===== config.mk =====
export PLATFORM = sky130hd
export DESIGN_NAME = ifu_fetch_flat
export DESIGN_NICKNAME = d
export VERILOG_FILES = /design/src/rtl/ifu_fetch_if.sv /design/src/rtl/ifu_fetch.sv /design/src/flat_wrapper.sv
export SDC_FILE = /design/constraint.sdc
export NUM_CORES = 1
export LEC_CHECK = 0
export CAP_MARGIN = 10
export CORE_MARGIN = 5
export CORE_UTILIZATION = 47
export DETAILED_ROUTE_END_ITERATION = 6
export HOLD_SLACK_MARGIN = 0.1
export PLACE_DENSITY_LB_ADDON = 0.1
export REMOVE_ABC_BUFFERS = 1
export SLEW_MARGIN = 25
export SYNTH_ARGS = -nofsm -noshare
export SYNTH_HDL_FRONTEND = slang
export SYNTH_SLANG_ARGS = --single-unit
export TNS_END_PERCENT = 20

===== constraint.sdc =====
create_clock -name i_clk -period 4.3 [get_ports i_clk]
set_input_delay 0.645 -clock i_clk [delete_from_list [all_inputs] [get_ports i_clk]]
set_output_delay 0.645 -clock i_clk [all_outputs]
set_load 0.03 [all_outputs]

===== src/rtl/ifu_fetch_if.sv =====
// ---------------------------------------------------------------------------
// ifu_fetch_if
// Purpose : bundles the two handshake channels of the fetch unit.
//   - memory request/response channel (fetch unit -> instruction memory)
//   - fetched-instruction channel      (fetch unit -> IDU)
// Handshake rule for every channel: a transfer happens on a rising clock edge
// where valid and ready are both 1; the producer holds its payload stable
// while valid=1 and ready=0. The memory response has no ready: memory never
// stalls responses, and the fetch unit always accepts them.
// Signals:
//   o_mem_req_valid / o_mem_req_addr / i_mem_req_ready : fetch request
//   i_mem_rsp_valid / i_mem_rsp_inst                    : fetch response
//   o_ifu_valid / o_ifu_pc / o_ifu_inst / i_idu_ready   : head of fetch buffer
// Modports: master = fetch unit side, slave = memory + IDU side.
// ---------------------------------------------------------------------------
interface ifu_fetch_if #(
  parameter int CPU_WIDTH = 32,
  parameter int INS_WIDTH = 32
);
  logic                 o_mem_req_valid;
  logic [CPU_WIDTH-1:0] o_mem_req_addr;
  logic                 i_mem_req_ready;
  logic                 i_mem_rsp_valid;
  logic [INS_WIDTH-1:0] i_mem_rsp_inst;
  logic                 o_ifu_valid;
  logic [CPU_WIDTH-1:0] o_ifu_pc;
  logic [INS_WIDTH-1:0] o_ifu_inst;
  logic                 i_idu_ready;

  modport master (
    output o_mem_req_valid, o_mem_req_addr,
    input  i_mem_req_ready,
    input  i_mem_rsp_valid, i_mem_rsp_inst,
    output o_ifu_valid, o_ifu_pc, o_ifu_inst,
    input  i_idu_ready
  );

  modport slave (
    input  o_mem_req_valid, o_mem_req_addr,
    output i_mem_req_ready,
    output i_mem_rsp_valid, i_mem_rsp_inst,
    input  o_ifu_valid, o_ifu_pc, o_ifu_inst,
    output i_idu_ready
  );
endinterface


===== src/rtl/ifu_fetch.sv =====
// ---------------------------------------------------------------------------
// ifu_fetch
// Purpose : multi-cycle instruction fetch unit. Issues one fetch request at a
//   time to instruction memory, buffers {pc, inst} pairs in a FIFO and hands
//   them to the IDU. A redirect flushes the buffer and restarts fetch at a new
//   PC; a request already in flight at that point is drained and discarded.
// Ports:
//   i_clk          : clock
//   i_rst          : synchronous active-high reset
//   i_redirect     : flush and restart fetch at i_redirect_pc
//   i_redirect_pc  : redirect target
//   bus            : ifu_fetch_if.master (memory channel + IDU channel)
//   o_dbg_state    : current FSM state (0=REQ, 1=WAIT, 2=DRAIN)
// ---------------------------------------------------------------------------
module ifu_fetch #(
  parameter int                   CPU_WIDTH  = 32,
  parameter int                   INS_WIDTH  = 32,
  parameter logic [CPU_WIDTH-1:0] RESET_PC   = 'h80000000,
  parameter int                   PC_STEP    = 4,
  parameter int                   FIFO_DEPTH = 2
) (
  input  logic                 i_clk,
  input  logic                 i_rst,
  input  logic                 i_redirect,
  input  logic [CPU_WIDTH-1:0] i_redirect_pc,
  ifu_fetch_if.master          bus,
  output logic [1:0]           o_dbg_state
);

  localparam int PTR_W = (FIFO_DEPTH > 1) ? $clog2(FIFO_DEPTH) : 1;
  localparam int CNT_W = PTR_W + 1;

  typedef enum logic [1:0] {
    ST_REQ   = 2'd0,  // may issue a request
    ST_WAIT  = 2'd1,  // request in flight, response will be kept
    ST_DRAIN = 2'd2   // request in flight, response will be dropped
  } state_e;

  state_e               state_q, state_d;
  logic [CPU_WIDTH-1:0] fetch_pc_q;
  logic [CPU_WIDTH-1:0] req_pc_q;
  logic [CNT_W-1:0]     count_q;
  logic [PTR_W-1:0]     wr_ptr_q;
  logic [PTR_W-1:0]     rd_ptr_q;
  logic [CPU_WIDTH-1:0] pc_mem_q   [FIFO_DEPTH];
  logic [INS_WIDTH-1:0] inst_mem_q [FIFO_DEPTH];

  logic not_full;
  logic req_valid;
  logic req_hs;
  logic push;
  logic pop;

  assign not_full  = (count_q < CNT_W'(FIFO_DEPTH));
  // Only one request outstanding: requests are issued from REQ only.
  assign req_valid = !i_rst && (state_q == ST_REQ) && not_full;
  assign req_hs    = req_valid && bus.i_mem_req_ready;
  // A redirect discards both the arriving response and any pop that cycle.
  assign push      = (state_q == ST_WAIT) && bus.i_mem_rsp_valid && !i_redirect;
  assign pop       = (count_q != '0) && bus.i_idu_ready && !i_redirect;

  assign bus.o_mem_req_valid = req_valid;
  assign bus.o_mem_req_addr  = fetch_pc_q;
  assign bus.o_ifu_valid     = (count_q != '0);
  assign bus.o_ifu_pc        = pc_mem_q[rd_ptr_q];
  assign bus.o_ifu_inst      = inst_mem_q[rd_ptr_q];
  assign o_dbg_state         = state_q;

  always_comb begin
    state_d = state_q;
    unique case (state_q)
      ST_REQ: begin
        // A redirect in the handshake cycle leaves a stale request in flight.
        if (req_hs) state_d = i_redirect ? ST_DRAIN : ST_WAIT;
      end
      ST_WAIT: begin
        if (bus.i_mem_rsp_valid) state_d = ST_REQ;
        else if (i_redirect)     state_d = ST_DRAIN;
      end
      ST_DRAIN: begin
        if (bus.i_mem_rsp_valid) state_d = ST_REQ;
      end
      default: state_d = ST_REQ;
    endcase
  end

  always_ff @(posedge i_clk) begin
    if (i_rst) begin
      state_q    <= ST_REQ;
      fetch_pc_q <= RESET_PC;
      req_pc_q   <= '0;
      count_q    <= '0;
      wr_ptr_q   <= '0;
      rd_ptr_q   <= '0;
      for (int i = 0; i < FIFO_DEPTH; i++) begin
        pc_mem_q[i]   <= '0;
        inst_mem_q[i] <= '0;
      end
    end else begin
      state_q <= state_d;

      if (i_redirect)  fetch_pc_q <= i_redirect_pc;
      else if (req_hs) fetch_pc_q <= fetch_pc_q + CPU_WIDTH'(PC_STEP);

      if (req_hs) req_pc_q <= fetch_pc_q;

      if (i_redirect) begin
        count_q  <= '0;
        wr_ptr_q <= '0;
        rd_ptr_q <= '0;
      end else begin
        // A push never meets a full buffer: the request was only issued
        // while a slot was free, and pops only free further slots.
        if (push) begin
          pc_mem_q[wr_ptr_q]   <= req_pc_q;
          inst_mem_q[wr_ptr_q] <= bus.i_mem_rsp_inst;
          wr_ptr_q             <= wr_ptr_q + PTR_W'(1);
        end
        if (pop) rd_ptr_q <= rd_ptr_q + PTR_W'(1);
        count_q <= count_q + CNT_W'(push) - CNT_W'(pop);
      end
    end
  end

endmodule


===== src/flat_wrapper.sv =====
// flat-port wrapper written by rule: the top's interface ports become plain ports
module ifu_fetch_flat 
#(
  parameter int                   CPU_WIDTH  = 32,
  parameter int                   INS_WIDTH  = 32,
  parameter logic [CPU_WIDTH-1:0] RESET_PC   = 'h80000000,
  parameter int                   PC_STEP    = 4,
  parameter int                   FIFO_DEPTH = 2
)
  (i_clk, i_rst, i_redirect, i_redirect_pc, o_dbg_state, bus_o_mem_req_valid, bus_o_mem_req_addr, bus_i_mem_req_ready, bus_i_mem_rsp_valid, bus_i_mem_rsp_inst, bus_o_ifu_valid, bus_o_ifu_pc, bus_o_ifu_inst, bus_i_idu_ready);
  ifu_fetch_if #(.CPU_WIDTH(CPU_WIDTH), .INS_WIDTH(INS_WIDTH)) bus_i ();
  input  logic i_clk;
  input  logic i_rst;
  input  logic i_redirect;
  input  logic [CPU_WIDTH-1:0] i_redirect_pc;
  output logic [1:0] o_dbg_state;
  output wire logic [$bits(bus_i.o_mem_req_valid)-1:0] bus_o_mem_req_valid;
  output wire logic [$bits(bus_i.o_mem_req_addr)-1:0] bus_o_mem_req_addr;
  input wire logic [$bits(bus_i.i_mem_req_ready)-1:0] bus_i_mem_req_ready;
  input wire logic [$bits(bus_i.i_mem_rsp_valid)-1:0] bus_i_mem_rsp_valid;
  input wire logic [$bits(bus_i.i_mem_rsp_inst)-1:0] bus_i_mem_rsp_inst;
  output wire logic [$bits(bus_i.o_ifu_valid)-1:0] bus_o_ifu_valid;
  output wire logic [$bits(bus_i.o_ifu_pc)-1:0] bus_o_ifu_pc;
  output wire logic [$bits(bus_i.o_ifu_inst)-1:0] bus_o_ifu_inst;
  input wire logic [$bits(bus_i.i_idu_ready)-1:0] bus_i_idu_ready;
  assign bus_o_mem_req_valid = bus_i.o_mem_req_valid;
  assign bus_o_mem_req_addr = bus_i.o_mem_req_addr;
  assign bus_i.i_mem_req_ready = bus_i_mem_req_ready;
  assign bus_i.i_mem_rsp_valid = bus_i_mem_rsp_valid;
  assign bus_i.i_mem_rsp_inst = bus_i_mem_rsp_inst;
  assign bus_o_ifu_valid = bus_i.o_ifu_valid;
  assign bus_o_ifu_pc = bus_i.o_ifu_pc;
  assign bus_o_ifu_inst = bus_i.o_ifu_inst;
  assign bus_i.i_idu_ready = bus_i_idu_ready;
  ifu_fetch #(.CPU_WIDTH(CPU_WIDTH), .INS_WIDTH(INS_WIDTH), .RESET_PC(RESET_PC), .PC_STEP(PC_STEP), .FIFO_DEPTH(FIFO_DEPTH)) u_core (.i_clk(i_clk), .i_rst(i_rst), .i_redirect(i_redirect), .i_redirect_pc(i_redirect_pc), .bus(bus_i), .o_dbg_state(o_dbg_state));
endmodule

==> results of run 1 <==
worst max path at each step:
stage                         from                            to  slack [ns]  cells past startpoint
6_report                      flop              bus_o_ifu_pc[14]        1.16                      2
5_1_grt                       flop               bus_o_ifu_pc[6]        1.06                      2
4_1_cts                       flop               bus_o_ifu_pc[6]        1.15                      2
3_5_place_dp   bus_i_mem_req_ready  u_core.bus.o_mem_req_addr[2]        1.26                      5
3_3_place_gp   bus_i_mem_req_ready  u_core.bus.o_mem_req_addr[2]        1.29                      5
2_1_floorplan           i_redirect       u_core.inst_mem_q[1][0]       -1.08                      4
layout make-up:
cell class | instances | area, um2 | area share, %
flip-flops and latches | 199 | 5270 | 46.8
multi-input cells | 491 | 3290 | 29.2
repair buffers | 177 | 1770 | 15.7
clock buffers | 21 | 482 | 4.27
well taps | 234 | 293 | 2.60
clock inverters | 11 | 109 | 0.966
inverters | 14 | 57.6 | 0.511
metrics by stage:
step / total power (W) / hold slack [ns]
after floorplan: 0.00242 / 0.434
after global placement: 0.00266 / 0.446
after detailed placement: 0.00267 / 0.454
after CTS: 0.00424 / 0.464
after global routing: 0.00435 / 0.482
final: 0.00420 / 0.460
critical path: cells and delay by family (launching register included):
family                 cells  cell delay (ns)
flip-flops                 1             0.90
buffers and inverters      1             0.60
multiplexers               1             0.45
sequential cells by signal (all words and copies together), names as in the netlist, named ones only:
register                   flops
u_core.wr_ptr_q                1
u_core.o_dbg_state             2
u_core.rd_ptr_q                1
u_core.inst_mem_q             64
u_core.pc_mem_q               64
u_core.bus.o_mem_req_addr     32
u_core.count_q                 2
u_core.req_pc_q               32
cells by family (layout without fill, tap and decap cells):
group	after synthesis	after routing	synth area share (%)
buf+inv	67	223	3.16
mux	66	66	8.42
compound gates	89	89	6.71
fa+ha+maj	3	3	0.427
simple gates	321	321	20.3
flops	199	199	59.8
xor+xnor	12	12	1.19
power groups by stage:
stage	registers [W]	logic (W)	clock network [W]
after CTS	0.00217	0.000462	0.00160
final	0.00217	0.000457	0.00157
after floorplan	0.00224	0.000184	0
after global placement	0.00221	0.000455	0
after global routing	0.00218	0.000489	0.00168
after detailed placement	0.00221	0.000460	0
layer usage:
layer / global-route usage, % / wire, um
met5: 0 / 0
met4: 6.49 / 374
met2: 32.8 / 10100
met1: 25.0 / 9010
met3: 4.10 / 1300
cells in the final DEF, fill, tap and decap left out, types with 10 or more instances in the layout:
cell type        instances
a21oi_1                 37
nor2_1                  27
edfxtp_1               128
nand4_1                 11
or4_1                   10
nor4_1                  11
nand2_1                 81
clkdlybuf4s50_1        168
and2_1                 130
nand3_1                 13
a211oi_1                12
dfxtp_1                 70
clkbuf_16               18
inv_1                   13
a311oi_1                13
mux2_2                  64
==> results.ini, run 1 <==
[logic_synthesis]
synth_edf_count=128
synth.top_cells.by_area=edfxtp_1, dfxtp_1, and2_1, mux2_2, nand2_1
ys_top_cells_by_count=and2_1, edfxtp_1, nand2_1, dfxtp_1, mux2_2
ys.flop_type=edfxtp_1
synthCells=757
avgSynthCellArea_um2=11.6
async_reset_ff_share_pct=0
seq_area_frac_synth_pct=59.8
yosysTopAreaCellShare_pct=43.7
yosys_warnings=0
yosysUniqueCellTypes=50
synth_top_cell_by_area=edfxtp_1
synth_area_um2=8800
ys_seq_elements=199
yosysMostFrequentCell=and2_1

[final_layout]
finalNonFillerCells=1147
fin_nets=973
diodes=0
fin_util_pct=60.7
fillers=1517
syn_to_final_growth_pct=28.0
fin_area_um2=11300
drive_above_1_share_pct=12.7

[global_route]
grt_max_degree=80
antenna_found_initial=0
grt_remaining_overflow=0
track_usage_pct=19.4
grt_pass1_vias=6424
grt_pass1_wl_um=33300

[cts]
h-tree-depth=4
cts_buffers=17
cts_tree=built
post_cts_resize_count=0
post_cts.repair.setup_buffers=0
cts_buffer_depth=2
root_buffer=clkbuf_16
insertion_delay_ns=0.42
cts_sinks=199
path_clk_slew_ns=0.07
cts-hold-fix-buffers=0

[power_and_ir_drop]
p_leak_nw=4.02
swShare_pct=24.2
power_frac_comb_pct=10.9
p_seq_share_pct=51.7
power.density_nw_per_um2=372
power.switching_w=0.00102
pwr-share-clk_pct=37.4
p_int_w=0.00318
vdd_drop_max_v=0.000270

[setup_path]
startpoint_type=flop
worst_ep_arrival_time_ns=2.50
slowest_stage=dfxtp_4
critPathRequiredTime_ns=3.65
path_max_fanout=64
timing.rr.end=u_core.bus.o_mem_req_addr[20]
ff2ff_setup_slack_ns=1.84
worstSetupEndpointType=primary output
r2r_cells=5
crit_chain=mux2_2 > clkdlybuf4s50_1
crit_path_max_incr_delay_ns=0.90
setup.worst_path.class=reg -> out
r2r-start=u_core.o_dbg_state[0]

[place]
place_ws_ns=1.26
place_inst=1115
dp_hpwl_um=13200
place_congestion=0.803
placed_area_um2=10700
port_buffers=169

[drt]
drt_wl_total_um=20800
drtIter0Drc=348
final_antenna_net_count=0
wl_per_cell_um=18.1
num_vias=6214
viasPerCell=5.42
drcViolationCount=0
first_pass_iters=5

[hold_path]
whs_path_depth=2
hp-class=reg -> reg
min_to=u_core.req_pc_q[12]
hold_start=u_core.req_pc_q[12]

[timing]
hold_violations=0
maxSlewViolCount=0
worstMarginPinSlew_ns=0.996
relSlewSlack_pct=33.6
post-route-period-util_pct=73.1
min_period_ns=3.14
rsz0062_at_grt=false
setup_tns_ns=0
setup_viol=0
skew_ns=0.0106
setup_ws_ns=1.16
clock.fmax_mhz=318

[die]
std_cell_rows=50
die_h_um=147
ios=170
die_area_um2=21600
initial_core_util_pct=47.4
die_w_um=147
core_um2=18600

[run_status]
status=completed

[run]
cap_violations=0

Note: power is estimated with default switching activity, not from simulation.
==> run 2: changes to the inputs <==
--- a/config.mk
+++ b/config.mk
@@ -7,7 +7,7 @@
 export LEC_CHECK = 0
 export CAP_MARGIN = 10
 export CORE_MARGIN = 5
-export CORE_UTILIZATION = 47
+export CORE_UTILIZATION = 52
 export DETAILED_ROUTE_END_ITERATION = 6
 export HOLD_SLACK_MARGIN = 0.1
 export PLACE_DENSITY_LB_ADDON = 0.1
==> constraint.sdc (replaced) <==
create_clock -name i_clk -period 2.92 [get_ports i_clk]
set_input_delay 0.438 -clock i_clk [delete_from_list [all_inputs] [get_ports i_clk]]
set_output_delay 0.438 -clock i_clk [all_outputs]
set_load 0.03 [all_outputs]
==> run 2 against run 1 <==
First-iteration DRC count fell by 18%. Global-route usage rose by 2.0 points. Critical path depth rose by 1. Die area fell by 9.0%. Clock skew fell by 0.0013 ns. Setup slack got worse by 0.98 ns. Final cell count fell by 0.17%. Hold slack improved by 0.0026 ns. Sequential power rose by 47%. Combinational power rose by 50%. Critical path type unchanged. Critical endpoint is now bus_o_ifu_pc[13]. Largest cell class unchanged.
==> results.ini, run 2 (same netlist as run 1, synthesis figures left out) <==
[die]
die_h_um=140
initial_core_util_pct=53.1
die_area_um2=19600
std_cell_rows=47
ios=170
die_w_um=140
core_um2=16600

[final_layout]
final_cell_mix=clkdlybuf4s50_1, and2_1, edfxtp_1
diodes=0
fin_util_pct=68.5
finalNonFillerCells=1145
drive_above_1_share_pct=13.9
fin_area_um2=11400
fin_nets=985
mostFrequentLayoutCell=clkdlybuf4s50_1
reg.largest.list=u_core.inst_mem_q (64), u_core.pc_mem_q (64)
multi_input_area_um2=3290
fillers=1234
syn_to_final_growth_pct=29.0
regArea_um2=5270

[cts]
post_cts.repair.setup_buffers=0
h-tree-depth=4
insertion_delay_ns=0.43
post_cts_resize_count=0
root_buffer=clkbuf_16
cts_buffers=17
path_clk_slew_ns=0.07
cts_tree=built
cts-hold-fix-buffers=0
cts_buffer_depth=2
cts_sinks=199

[timing]
hold_violations=0
post-route-period-util_pct=94.0
setup_viol=0
min_period_ns=2.75
skew_ns=0.00936
rsz0062_at_grt=false
maxSlewViolCount=0
hold_ws_ns=0.463
worstMarginPinSlew_ns=0.847
setup_ws_ns=0.175
clock.fmax_mhz=364
relSlewSlack_pct=43.5

[power_and_ir_drop]
power.density_nw_per_um2=543
p_leak_nw=4.09
vdd_drop_max_v=0.000417

[global_route]
grt_pass1_vias=6595
grt_max_degree=80
grt_pass1_wl_um=33700
grt_remaining_overflow=0
track_usage_pct=21.5
antenna_found_initial=0

[run_status]
status=completed

[setup_path]
r2r_cells=4
setup.worst_path.class=reg -> out
worstSetupEndpointType=primary output
timing.rr.end=u_core.bus.o_mem_req_addr[28]
ff2ff_setup_slack_ns=0.42
path_max_fanout=27
endpoint=bus_o_ifu_pc[13]
critPathRequiredTime_ns=2.48
r2r-start=u_core.o_dbg_state[0]
startpoint_type=flop
worst_ep_arrival_time_ns=2.31

[drt]
first_pass_iters=5
wl_per_cell_um=18.4
drtIter0Drc=287
viasPerCell=5.52
final_antenna_net_count=0
drt_wl_total_um=21100
drcViolationCount=0
num_vias=6324

[place]
place_inst=1113
place_congestion=0.845
dp_hpwl_um=14000
placed_area_um2=10800
port_buffers=169
place_ws_ns=0.364

[hold_path]
hp-class=reg -> reg
whs_path_depth=2

[run]
cap_violations=0

-- run 2: cell type report --
class / count / share of cell area (%)
clock inverters: 14 / 1.15
well taps: 220 / 2.42
multi-input cells: 491 / 29.0
repair buffers: 189 / 16.6
flip-flops and latches: 199 / 46.4
clock buffers: 18 / 3.97
inverters: 14 / 0.507
-- run 2: worst min path at each step --
stage	slack, ns	end	start
floorplan	0.43	u_core.req_pc_q[0]	u_core.req_pc_q[0]
global placement	0.44	u_core.req_pc_q[0]	u_core.req_pc_q[0]
detailed placement	0.45	u_core.req_pc_q[16]	u_core.req_pc_q[16]
CTS	0.46	u_core.req_pc_q[16]	u_core.req_pc_q[16]
global route	0.48	u_core.req_pc_q[16]	u_core.req_pc_q[16]
finish	0.46	u_core.req_pc_q[3]	u_core.req_pc_q[3]
-- run 2: metal layers --
layer,track usage (%),part of all wire (%)
met1,27.4,43
met2,36.5,50
met3,3.89,4.8
met4,8.21,2.4
met5,0,0
-- run 2: through the flow --
step	setup TNS (ns)	total power, W
after floorplan	-456.08	0.00357
after global placement	0	0.00392
after detailed placement	0	0.00394
after CTS	0	0.00621
after global routing	0	0.00638
final	0	0.00616
-- run 2: worst max-delay path, stage by stage, from the launching register on --
cell             delay, ns
dfxtp_4               0.64
buf_4                 0.27
mux2_2                0.36
clkdlybuf4s50_1       0.60
-- run 2: where the power goes --
part           switching [W]  leakage [nW]  internal (W)
combinational       0.000386          1.90      0.000301
sequential         0.0000902          1.91       0.00310
clock                0.00110         0.287       0.00118
total                0.00157          4.09       0.00459
